### config.mk
export PLATFORM = sky130hd
export DESIGN_NAME = multicycle_sequencer
export DESIGN_NICKNAME = d
export VERILOG_FILES = /design/src/rtl/multicycle_sequencer.sv
export SDC_FILE = /design/constraint.sdc
export NUM_CORES = 1
export LEC_CHECK = 0
export CORE_UTILIZATION = 55
export DETAILED_ROUTE_END_ITERATION = 8
export DONT_BUFFER_PORTS = 1
export PLACE_DENSITY = 0.76
export REMOVE_ABC_BUFFERS = 1
export SKIP_CTS_REPAIR_TIMING = 1
export SYNTH_ARGS = -nofsm -noshare
export SYNTH_HDL_FRONTEND = slang
export SYNTH_SLANG_ARGS = --single-unit
### constraint.sdc
create_clock -name clk -period 2 [get_ports clk]
set_clock_uncertainty 0.2 [all_clocks]
set_input_delay 0.4 -clock clk [delete_from_list [all_inputs] [get_ports clk]]
set_output_delay 0.4 -clock clk [all_outputs]
set_load 0.01 [all_outputs]
### src/rtl/multicycle_sequencer.sv
`default_nettype none
// +----------------------------------------------------------------------------+
// | Module      : multicycle_sequencer                                         |
// | Description : Multi-cycle FETCH/DECODE/EXEC/MEM/WB control FSM sharing one |
// |               memory port; optional perf counters under PERF_CNT_EN.       |
// | Revision    : 1.0 - initial release                                        |
// +----------------------------------------------------------------------------+
module multicycle_sequencer #(
    parameter int MEM_TIMEOUT = 15,
    parameter int CNT_W       = 32
) (
    input  logic             clk,
    input  logic             rst,
    input  logic             run,
    input  logic [6:0]       opcode,
    input  logic             mem_ready,
    output logic             mem_req,
    output logic             mem_we,
    output logic             mem_addr_sel,
    output logic             ir_write,
    output logic             pc_write,
    output logic             mdr_write,
    output logic [1:0]       alu_op,
    output logic             reg_write,
    output logic             wb_sel,
    output logic             busy,
    output logic             halted,
    output logic             err_illegal,
    output logic             err_timeout,
    output logic [2:0]       state_dbg,
    output logic [CNT_W-1:0] instr_retired,
    output logic [CNT_W-1:0] stall_cycles
);

    localparam logic [2:0] c_st_idle   = 3'd0;
    localparam logic [2:0] c_st_fetch  = 3'd1;
    localparam logic [2:0] c_st_decode = 3'd2;
    localparam logic [2:0] c_st_exec   = 3'd3;
    localparam logic [2:0] c_st_mem    = 3'd4;
    localparam logic [2:0] c_st_wb     = 3'd5;
    localparam logic [2:0] c_st_halt   = 3'd6;

    localparam logic [6:0] c_op_r  = 7'h00;
    localparam logic [6:0] c_op_lw = 7'h08;
    localparam logic [6:0] c_op_sw = 7'h10;

    localparam int c_to_w = (MEM_TIMEOUT > 1) ? $clog2(MEM_TIMEOUT + 1) : 1;
    localparam logic [c_to_w-1:0] c_to_last =
        c_to_w'((MEM_TIMEOUT > 0) ? (MEM_TIMEOUT - 1) : 0);

    logic [2:0]        r_state;
    logic [2:0]        w_next;
    logic [6:0]        r_op;
    logic              r_err_illegal;
    logic              r_err_timeout;
    logic [c_to_w-1:0] r_to_cnt;
    logic              w_wait;
    logic              w_to_hit;
    logic              w_retire;
    logic              w_set_ill;
    logic              w_set_to;

    // A wait cycle is any cycle the shared memory port is requested but not served.
    assign w_wait   = ((r_state == c_st_fetch) || (r_state == c_st_mem)) && !mem_ready;
    assign w_to_hit = (MEM_TIMEOUT != 0) && w_wait && (r_to_cnt == c_to_last);

    assign state_dbg   = r_state;
    assign err_illegal = r_err_illegal;
    assign err_timeout = r_err_timeout;

    always_comb begin
        w_next       = r_state;
        w_retire     = 1'b0;
        w_set_ill    = 1'b0;
        w_set_to     = 1'b0;
        mem_req      = 1'b0;
        mem_we       = 1'b0;
        mem_addr_sel = 1'b0;
        ir_write     = 1'b0;
        pc_write     = 1'b0;
        mdr_write    = 1'b0;
        alu_op       = 2'b00;
        reg_write    = 1'b0;
        wb_sel       = 1'b0;
        busy         = 1'b0;
        halted       = 1'b0;

        case (r_state)
            c_st_idle: begin
                if (run) begin
                    w_next = c_st_fetch;
                end
            end
            c_st_fetch: begin
                busy    = 1'b1;
                mem_req = 1'b1;
                if (mem_ready) begin
                    ir_write = 1'b1;
                    pc_write = 1'b1;
                    w_next   = c_st_decode;
                end else if (w_to_hit) begin
                    w_set_to = 1'b1;
                    w_next   = c_st_halt;
                end
            end
            c_st_decode: begin
                busy = 1'b1;
                case (opcode)
                    c_op_r, c_op_lw, c_op_sw: w_next = c_st_exec;
                    default: begin
                        w_set_ill = 1'b1;
                        w_next    = c_st_halt;
                    end
                endcase
            end
            c_st_exec: begin
                busy   = 1'b1;
                alu_op = (r_op == c_op_r) ? 2'b10 : 2'b00;
                w_next = (r_op == c_op_r) ? c_st_wb : c_st_mem;
            end
            c_st_mem: begin
                busy         = 1'b1;
                mem_req      = 1'b1;
                mem_addr_sel = 1'b1;
                mem_we       = (r_op == c_op_sw);
                if (mem_ready) begin
                    if (r_op == c_op_lw) begin
                        mdr_write = 1'b1;
                        w_next    = c_st_wb;
                    end else begin
                        w_retire = 1'b1;
                    end
                end else if (w_to_hit) begin
                    w_set_to = 1'b1;
                    w_next   = c_st_halt;
                end
            end
            c_st_wb: begin
                busy      = 1'b1;
                reg_write = 1'b1;
                wb_sel    = (r_op == c_op_lw);
                w_retire  = 1'b1;
            end
            c_st_halt: begin
                halted = 1'b1;
            end
            default: begin
                w_next = c_st_idle;
            end
        endcase

        // Retire point: run decides between the next fetch and parking in IDLE.
        if (w_retire) begin
            w_next = run ? c_st_fetch : c_st_idle;
        end
    end

    always_ff @(posedge clk) begin
        if (rst) begin
            r_state       <= c_st_idle;
            r_op          <= '0;
            r_err_illegal <= 1'b0;
            r_err_timeout <= 1'b0;
            r_to_cnt      <= '0;
        end else begin
            r_state <= w_next;
            if (r_state == c_st_decode) begin
                r_op <= opcode;
            end
            if (w_set_ill) begin
                r_err_illegal <= 1'b1;
            end
            if (w_set_to) begin
                r_err_timeout <= 1'b1;
            end
            // Any state change restarts the wait count, covering entry to FETCH and MEM.
            if (w_next != r_state) begin
                r_to_cnt <= '0;
            end else if (w_wait) begin
                r_to_cnt <= r_to_cnt + c_to_w'(1);
            end
        end
    end

`ifdef PERF_CNT_EN
    logic [CNT_W-1:0] r_instr_retired;
    logic [CNT_W-1:0] r_stall_cycles;

    always_ff @(posedge clk) begin
        if (rst) begin
            r_instr_retired <= '0;
            r_stall_cycles  <= '0;
        end else begin
            if (w_retire) begin
                r_instr_retired <= r_instr_retired + CNT_W'(1);
            end
            if (w_wait) begin
                r_stall_cycles <= r_stall_cycles + CNT_W'(1);
            end
        end
    end

    assign instr_retired = r_instr_retired;
    assign stall_cycles  = r_stall_cycles;
`else
    assign instr_retired = '0;
    assign stall_cycles  = '0;
`endif

endmodule
`default_nettype wire

==> metrics.txt, run 1 <==
Final min period 1990 ps; CP max stage cell dfxtp_4; Initial Util 60.4%; Synth warnings 0; HP Class input pin to flip-flop; Buffers on Ports 0; Num CTS Buffers 3; ANT cells 0; sum of negative setup slack 0 ps; Tcrit/Tclk final 99.4%; Switch Pwr 0.351 mW; clk sinks 16; RePlAce Congestion 0.880; Leak 0.609 nW; drt drc 0; crit path kind flip-flop to output port; Core ar. 0.00228 sq mm; largest area contributor in the netlist buf_4; crit path max fanout 10; pin count of the biggest net entering global routing 14; Clock Pin Slew Worst Setup and Hold Paths 90 ps; RSZ-0062 raised after global routing true; Post-synth top flop dfxtp_1; Synth area leaders buf_4 (36%), dfxtp_1 (23%), mux2i_1 (5.8%); total gr overflow 0; number of synthesized flops with an enable pin 0; TritonCTS clock tree yes; Die Wd 52.0 microns; first-pass GRT wire length 3370 microns; startpoint types flip-flop; sequential share of the synthesized area 23.3%; Syn Inst Count 170; Synth-to-Final Area Change -3.01%; H-tree lvl count 1; Die Area 0.00270 sq mm; syn avg cell area 8.08 sq um; Die H 52.0 microns; status complete, no violations; Post-Route WL 2570 microns; initial antenna violation count 0; top cells by count, synth buf_4 (66), nor2_1 (19), dfxtp_1 (16), a21oi_1 (8), mux2i_1 (8); DR vias/cell 4.79; Slew Limit Fails 0; Root Buffer clkbuf_4; 1st-iter DRT viols 11; row count 17; asr flop ratio synth 0%; cell with the most instances after synthesis buf_4; vias in the first global route 766; Post-Synthesis Cell Area 0.00137 sq mm; VDD IR max 0.351 mV; P per Cell Area 707 mW/mm^2; FMAX 503 MHz; via count 996; Layout Nets 194; CTS max path bufs 2; final setup fails 0; CP Data Required Time 1400 ps; All-Layer GR Usage 17.2%; Worst path max stage delay 380 ps; post-synthesis register bit count 16; Comb pwr share 36.8%; CP top delay family simple AND/OR/NAND/NOR gates; Post-Place Cells 201; Detail Route Antenna Nets 0; Ports 92; DR WL/cell 12.4 microns; hpwl dp 1860 microns; Distinct cells, synth 34; sequential share of power 40.3%; design internal power 0.592 mW; Clock Power Share 22.8%; Worst-Skew Late Latency 290 ps; post-route non-filler standard cell count 208; Buf/Inv on CP 2; CP arrival 1390 ps; worst-path cell chain buf_4 > inv_2 > and3_2 > and3_1; Synth top area share 36.1%; CP Capture Type output port; Pre-Repair DR Iteration Count 4; Hold Vio Cnt, Final 0; max cap viols 0; layout cell share with drive strength beyond 1 21.1%; sw frac 37.2%
==> worst register-to-register path, cell delays in order (launching register included) <==
cell and delay, ps:
dfxtp_1 360, ha_2 180, and3_4 190, o32a_1 360, o221a_4 240, a211o_1 230, a21oi_1 130
==> final cells by class <==
type / count / area [sq um]
fillers: 207 / 943
clock buffers: 4 / 36.3
well taps: 28 / 35.0
flip-flops and latches: 16 / 328
multi-input cells: 143 / 818
inverters: 4 / 15.0
repair buffers: 13 / 100
==> registers in the layout, indices dropped and copies added, names as in the netlist <==
signal and count:
r_to_cnt 4, state_dbg 3, err_illegal 1, r_op 7, err_timeout 1
==> kinds of logic after synthesis <==
kind of cell | Yosys count | synth area share [%]
buf+inv | 75 | 38.7
simple gates | 44 | 16.7
compound gates | 21 | 11.5
flops | 16 | 23.3
mux | 8 | 5.83
xor+xnor | 3 | 1.91
fa+ha+maj | 2 | 1.82
other cells | 1 | 0.273
==> per-stage QoR <==
step | utilization [%] | instance area (sq um) | power (mW) | setup WS, ps | hold WS, ps
final | 58.5 | 1330 | 0.943 | 12.0 | 56.7
after global routing | 58.5 | 1330 | 0.996 | -35.7 | 51.9
after global placement | 53.1 | 1210 | 0.675 | 96.4 | 272
after floorplan | - | 1100 | 0.608 | -570 | 261
after detailed placement | 53.1 | 1210 | 0.686 | 6.26 | 275
after CTS | 54.6 | 1240 | 0.902 | -96.5 | -39.6
==> worst paths after layout <==
kind / startpoint / depth (start not counted) / end / slack (ps)
setup / recovery: state_dbg[1] / 4 / wb_sel / 10
hold reg to reg: r_op[1] / 2 / r_op[1] / 310
setup reg to reg: r_to_cnt[1] / 6 / state_dbg[0] / 40
hold / removal: opcode[5] / 2 / r_op[5] / 60
==> layout by cell type, fill, tap and decap left out, types with 3 or more instances in the layout <==
| cell | instances |
|---|---|
| conb_1 | 65 |
| dfxtp_2 | 3 |
| mux2i_1 | 8 |
| a211oi_2 | 3 |
| buf_4 | 12 |
| nand2_1 | 5 |
| nor3_1 | 3 |
| nor2_1 | 18 |
| a21oi_1 | 8 |
| dfxtp_1 | 12 |
| clkbuf_4 | 3 |
| inv_2 | 3 |
==> routing by layer <==
layer | wire (microns) | GRT usage (%) | vias up
li1 | - | - | 459
met1 | 966 | 20.7 | 458
met2 | 1290 | 25.6 | 70
met3 | 238 | 5.85 | 9
met4 | 75 | 11.3 | 0
met5 | 0 | 0 | -
==> power by group through the flow <==
stage | Combinational [mW] | Sequential [mW] | Clock (mW)
finish | 0.347 | 0.380 | 0.215
global route | 0.376 | 0.383 | 0.236
floorplan | 0.212 | 0.395 | 0
CTS | 0.306 | 0.375 | 0.222
detailed placement | 0.304 | 0.382 | 0
global placement | 0.294 | 0.381 | 0
Power figures use the tool's default switching activity.
==> inputs of run 2 (changes only) <==
--- a/config.mk
+++ b/config.mk
@@ -11,6 +11,7 @@
 export PLACE_DENSITY = 0.76
 export REMOVE_ABC_BUFFERS = 1
 export SKIP_CTS_REPAIR_TIMING = 1
+export SKIP_LAST_GASP = 1
 export SYNTH_ARGS = -nofsm -noshare
 export SYNTH_HDL_FRONTEND = slang
 export SYNTH_SLANG_ARGS = --single-unit
==> metrics.txt, run 2 (synthesized netlist as in run 1, its figures left out) <==
Post-Place Cell Area 0.00121 sq mm (unchanged); Switch Pwr 0.350 mW (was 0.351 mW); P per Cell Area 710 mW/mm^2 (was 707 mW/mm^2); sw frac 37.3% (was 37.2%); Synth-to-Final Area Change -3.73% (was -3.01%); crit path kind flip-flop to output port (unchanged); pin count of the biggest net entering global routing 14 (unchanged); final setup fails 1 (was 0); Die Wd 52.0 microns (unchanged); pre-CTS setup slack 6.26 ps (unchanged); Num CTS Buffers 3 (unchanged); Die Area 0.00270 sq mm (unchanged); Root Buffer clkbuf_4 (unchanged); DR vias/cell 4.73 (was 4.79); Ports 92 (unchanged); Layout Nets 194 (unchanged); clk sinks 16 (unchanged); Hold Vio Cnt, Final 0 (unchanged); RePlAce Congestion 0.880 (unchanged); Tcrit/Tclk final 101% (was 99.4%); RSZ-0062 raised after global routing true (unchanged); commonest non-fill, non-tap cell in the layout conb_1 (unchanged); ANT cells 0 (unchanged); CTS max path bufs 2 (unchanged); Pre-Repair DR Iteration Count 4 (unchanged); TritonCTS clock tree yes (unchanged); Buf/Inv on CP 2 (unchanged); worst-path cell chain buf_4 > inv_2 > and3_2 > and3_1 (unchanged); total gr overflow 0 (unchanged); HP Class input pin to flip-flop (unchanged); sum of negative setup slack -16.0 ps (was 0 ps); final instance area 0.00132 sq mm (was 0.00133 sq mm); Final Worst Setup Slack -16.0 ps (was 12.0 ps); FMAX 496 MHz (was 503 MHz); Worst-Skew Late Latency 290 ps (about the same); Detail Route Antenna Nets 0 (unchanged); VDD IR max 0.349 mV (was 0.351 mV); Clock Pin Slew Worst Setup and Hold Paths 100 ps (was 90 ps); Slew Limit Fails 0 (unchanged); DR WL/cell 12.2 microns (was 12.4 microns); initial antenna violation count 0 (unchanged); 1st-iter DRT viols 15 (was 11); commonest cells after routing, fill and taps aside conb_1 (65), nor2_1 (18), dfxtp_1 (12), buf_4 (12) (unchanged); hpwl dp 1860 microns (unchanged); CP Capture Type output port (unchanged); CP max stage cell dfxtp_2 (was dfxtp_4); worst reg2reg setup slack 20 ps (was 40 ps); crit path max fanout 10 (unchanged); startpoint types flip-flop (unchanged); Initial Util 60.4% (unchanged); first-pass GRT wire length 3370 microns (unchanged); Die H 52.0 microns (unchanged); Leak 0.606 nW (was 0.609 nW); CP top delay family simple AND/OR/NAND/NOR gates (unchanged); drt drc 0 (unchanged); CP arrival 1420 ps (was 1390 ps); sequential share of power 40.3% (about the same); H-tree lvl count 1 (unchanged); Final min period 2020 ps (was 1990 ps); vias in the first global route 766 (unchanged); All-Layer GR Usage 17.2% (unchanged); Comb pwr share 36.6% (was 36.8%); Buffers on Ports 0 (unchanged); max reg flops 7 (unchanged); via count 984 (was 996); design internal power 0.588 mW (was 0.592 mW); register with the most flip-flops r_op (unchanged); failing checks setup timing; max cap viols 0 (unchanged); Core ar. 0.00228 sq mm (unchanged); Clock Power Share 23.1% (was 22.8%); Post-Route WL 2540 microns (was 2570 microns); status finished with violations (was complete, no violations); layout cell share with drive strength beyond 1 20.6% (was 21.1%); row count 17 (unchanged); CP Data Required Time 1400 ps (about the same); Worst path max stage delay 420 ps (was 380 ps); Finished Core Util 58.1% (was 58.5%)
-- run 2: cell counts in the layout (fill, tap and decap cells not counted) --
No cell type changed its count.
-- run 2: worst paths after layout --
kind | startpoint | end | depth (start not counted)
setup / recovery | state_dbg[1] | wb_sel | 4
hold / removal | opcode[4] | r_op[4] | 2
setup reg to reg | r_to_cnt[1] | state_dbg[0] | 6
hold reg to reg | r_op[1] | r_op[1] | 2
-- run 2: layout make-up --
cell class / count / area, sq um
sequential: 16 / 325
fill: 206 / 953
multi-input combinational: 143 / 811
tap: 28 / 35.0
timing repair buffer: 13 / 100
clock buffer: 4 / 36.3
inverter: 4 / 15.0
-- run 2: worst register-to-register path, stage by stage, from the launching register on --
cell     delay (ps)
dfxtp_1         360
ha_2            180
and3_4          190
o32a_1          360
o221a_4         240
a211o_1         230
a21oi_1         140
-- run 2: metal layers --
| layer | part of all wire (%) | up-vias | routed length (microns) | GRT usage [%] |
|---|---|---|---|---|
| li1 | - | 458 | - | - |
| met4 | 2.7 | 0 | 69 | 11.3 |
| met2 | 51 | 63 | 1290 | 25.6 |
| met1 | 38 | 455 | 969 | 20.7 |
| met3 | 8.3 | 8 | 211 | 5.85 |
| met5 | 0 | - | 0 | 0 |
-- run 2: power groups by stage --
stage | sequential, mW | clock (mW) | combinational [mW]
finish | 0.379 | 0.217 | 0.343
global route | 0.382 | 0.237 | 0.373
CTS | 0.375 | 0.222 | 0.306
detailed placement | 0.382 | 0 | 0.304
global placement | 0.381 | 0 | 0.294
floorplan | 0.395 | 0 | 0.212
-- run 2: through the flow --
step / total power [mW] / cells / hold slack [ps]
5_1_grt: 0.991 / 208 / 51.9
2_1_floorplan: 0.608 / 163 / 261
4_1_cts: 0.902 / 205 / -39.6
3_3_place_gp: 0.675 / 201 / 272
3_5_place_dp: 0.686 / 201 / 275
6_report: 0.939 / 208 / 58.8
==> inputs of run 3 (changes only) <==
--- a/config.mk
+++ b/config.mk
@@ -5,7 +5,9 @@
 export SDC_FILE = /design/constraint.sdc
 export NUM_CORES = 1
 export LEC_CHECK = 0
+export ABC_AREA = 1
 export CORE_UTILIZATION = 55
+export CTS_CLUSTER_SIZE = 30
 export DETAILED_ROUTE_END_ITERATION = 8
 export DONT_BUFFER_PORTS = 1
 export PLACE_DENSITY = 0.76
==> metrics.txt, run 3 <==
status complete, no violations (was finished with violations); TritonCTS clock tree yes (unchanged); Clock Pin Slew Worst Setup and Hold Paths 100 ps (about the same); layout cell share with drive strength beyond 1 12.8% (was 20.6%); Worst setup startpoint state_dbg[0] (was state_dbg[1]); Die Area 0.00285 sq mm (was 0.00270 sq mm); clk sinks 16 (unchanged); Layout Nets 232 (was 194); final instance area 0.00135 sq mm (was 0.00132 sq mm); HP Class input pin to flip-flop (unchanged); Post-Route WL 2530 microns (was 2540 microns); Final Worst Setup Slack 57.6 ps (was -16.0 ps); RSZ-0062 raised after global routing true (unchanged); RePlAce Congestion 0.808 (was 0.880); vias in the first global route 814 (was 766); syn avg cell area 6.85 sq um (was 8.08 sq um); Root Buffer clkbuf_4 (unchanged); Worst R2R End r_to_cnt[0] (was state_dbg[0]); hold_sp opcode[5] (was opcode[4]); DR WL/cell 10.2 microns (was 12.2 microns); Worst-Skew Late Latency 290 ps (about the same); Leak 0.689 nW (was 0.606 nW); Synth area leaders buf_4 (34%), dfxtp_1 (22%), nand2_1 (8.0%) (was buf_4 (36%), dfxtp_1 (23%), mux2i_1 (5.8%)); Hold Path Depth 2 (unchanged); register with the most flip-flops r_op (unchanged); register area 329 sq um (was 325 sq um); top cells by count, synth buf_4 (66), nand2_1 (31), inv_1 (27), nor2_1 (25), dfxtp_1 (16) (was buf_4 (66), nor2_1 (19), dfxtp_1 (16), a21oi_1 (8), mux2i_1 (8)); All-Layer GR Usage 16.9% (was 17.2%); CTS max path bufs 2 (unchanged); R2R cell count 10 (was 6); reg2reg start state_dbg[0] (was r_to_cnt[1]); first-pass GRT wire length 3460 microns (was 3370 microns); Buffers on Ports 0 (unchanged); cell with the most instances after synthesis buf_4 (unchanged); commonest cells after routing, fill and taps aside conb_1 (65), nand2_1 (31), inv_1 (25) (was conb_1 (65), nor2_1 (18), dfxtp_1 (12), buf_4 (12)); Buf/Inv on CP 0 (was 2); Ports 92 (unchanged); Hold Vio Cnt, Final 0 (unchanged); max reg flops 7 (unchanged); Post-Synthesis Cell Area 0.00145 sq mm (was 0.00137 sq mm); CP Capture Type output port (unchanged); CP arrival 1340 ps (was 1420 ps); Post-Place Cell Area 0.00124 sq mm (was 0.00121 sq mm); H-tree lvl count 1 (unchanged); ANT cells 0 (unchanged); hpwl dp 1840 microns (was 1860 microns); Filler cells 244 (was 206); P per Cell Area 707 mW/mm^2 (was 710 mW/mm^2); Finished Core Util 54.5% (was 58.1%); Final min period 1940 ps (was 2020 ps); startpoint types flip-flop (unchanged); CP max stage cell dfxtp_4 (was dfxtp_2); Num CTS Buffers 3 (unchanged); sequential share of the synthesized area 22.1% (was 23.3%); CP Data Required Time 1400 ps (about the same); Core ar. 0.00248 sq mm (was 0.00228 sq mm); Synth-to-Final Area Change -6.90% (was -3.73%); max cap viols 0 (unchanged); Post-synth top flop dfxtp_1 (unchanged); Synth top area share 34.1% (was 36.1%); Die H 53.4 microns (was 52.0 microns); Hold Path End r_op[5] (was r_op[4]); final hold slack 41.1 ps (was 58.8 ps); worst-path cell chain nor2_1 > nand2_2 > nor3_2 (was buf_4 > inv_2 > and3_2 > and3_1); worst reg2reg setup slack 90 ps (was 20 ps); Die Wd 53.4 microns (was 52.0 microns); commonest non-fill, non-tap cell in the layout conb_1 (unchanged); Initial Util 58.6% (was 60.4%); Distinct cells, synth 25 (was 34); post-synthesis register bit count 16 (unchanged); VDD IR max 0.430 mV (was 0.349 mV); Tcrit/Tclk final 97.1% (was 101%); largest area contributor in the netlist buf_4 (unchanged); final setup fails 0 (was 1); Slew Limit Fails 0 (unchanged); pre-CTS setup slack 120 ps (was 6.26 ps); pin count of the biggest net entering global routing 14 (unchanged); CP top delay family simple AND/OR/NAND/NOR gates (unchanged); via count 1113 (was 984); crit path kind flip-flop to output port (unchanged); 1st-iter DRT viols 21 (was 15); Worst path max stage delay 390 ps (was 420 ps); number of synthesized flops with an enable pin 0 (unchanged); Synth warnings 0 (unchanged); FMAX 515 MHz (was 496 MHz); Syn Inst Count 212 (was 170); DR vias/cell 4.49 (was 4.73); row count 18 (was 17); crit path max fanout 7 (was 10); Pre-Repair DR Iteration Count 7 (was 4); initial antenna violation count 0 (unchanged); Detail Route Antenna Nets 0 (unchanged); total gr overflow 0 (unchanged); drt drc 0 (unchanged); asr flop ratio synth 0% (unchanged); area occupied by multi-input gates 790 sq um (was 811 sq um)
[run 3: cell type report]
type | instances | area share [%]
multi-input cells | 164 | 58.4
flip-flops and latches | 16 | 24.4
inverters | 28 | 7.96
repair buffers | 6 | 3.80
well taps | 30 | 2.78
clock buffers | 4 | 2.69
[run 3: routing by layer]
layer  vias up  wire length (microns)  track usage [%]
met5         -                      0                0
met4         0                     79             8.33
met3         9                    280             5.75
met2        90                   1090             26.0
met1       478                   1080             20.6
li1        536                      -                -
[run 3: worst max path at each step]
stage | to | slack [ps] | cells after the start
2_1_floorplan | r_to_cnt[0] | 230 | 10
3_3_place_gp | r_to_cnt[0] | 130 | 10
3_5_place_dp | r_to_cnt[0] | 120 | 9
4_1_cts | ir_write | -100 | 6
5_1_grt | mdr_write | -6 | 3
6_report | mdr_write | 60 | 3
[run 3: cell families (layout without fill, tap and decap cells)]
family | after synthesis | count (layout) | share of synthesized area, %
adder cells (fa/ha/maj) | 2 | 2 | 1.72
flip-flops | 16 | 16 | 22.1
XOR/XNOR | 3 | 3 | 1.81
other | 1 | 65 | 0.258
AO/OA/AOI/OAI | 17 | 17 | 8.10
buffers and inverters | 96 | 38 | 42.0
AND/OR/NAND/NOR | 77 | 77 | 24.1
[run 3: report_power, final]
part           switching, mW  leakage [nW]  internal (mW)
sequential            0.0363         0.132          0.348
clock                  0.110        0.0210          0.111
combinational          0.250         0.536         0.0997
total                  0.396         0.689          0.558
[run 3: per-stage QoR]
stage                     setup TNS [ps]  total power [mW]  cells
after detailed placement               0             0.684    240
after global placement                 0             0.683    240
after floorplan                        0             0.635    208
final                                  0             0.955    248
after global routing               -7.09              1.01    248
after CTS                           -335             0.907    244
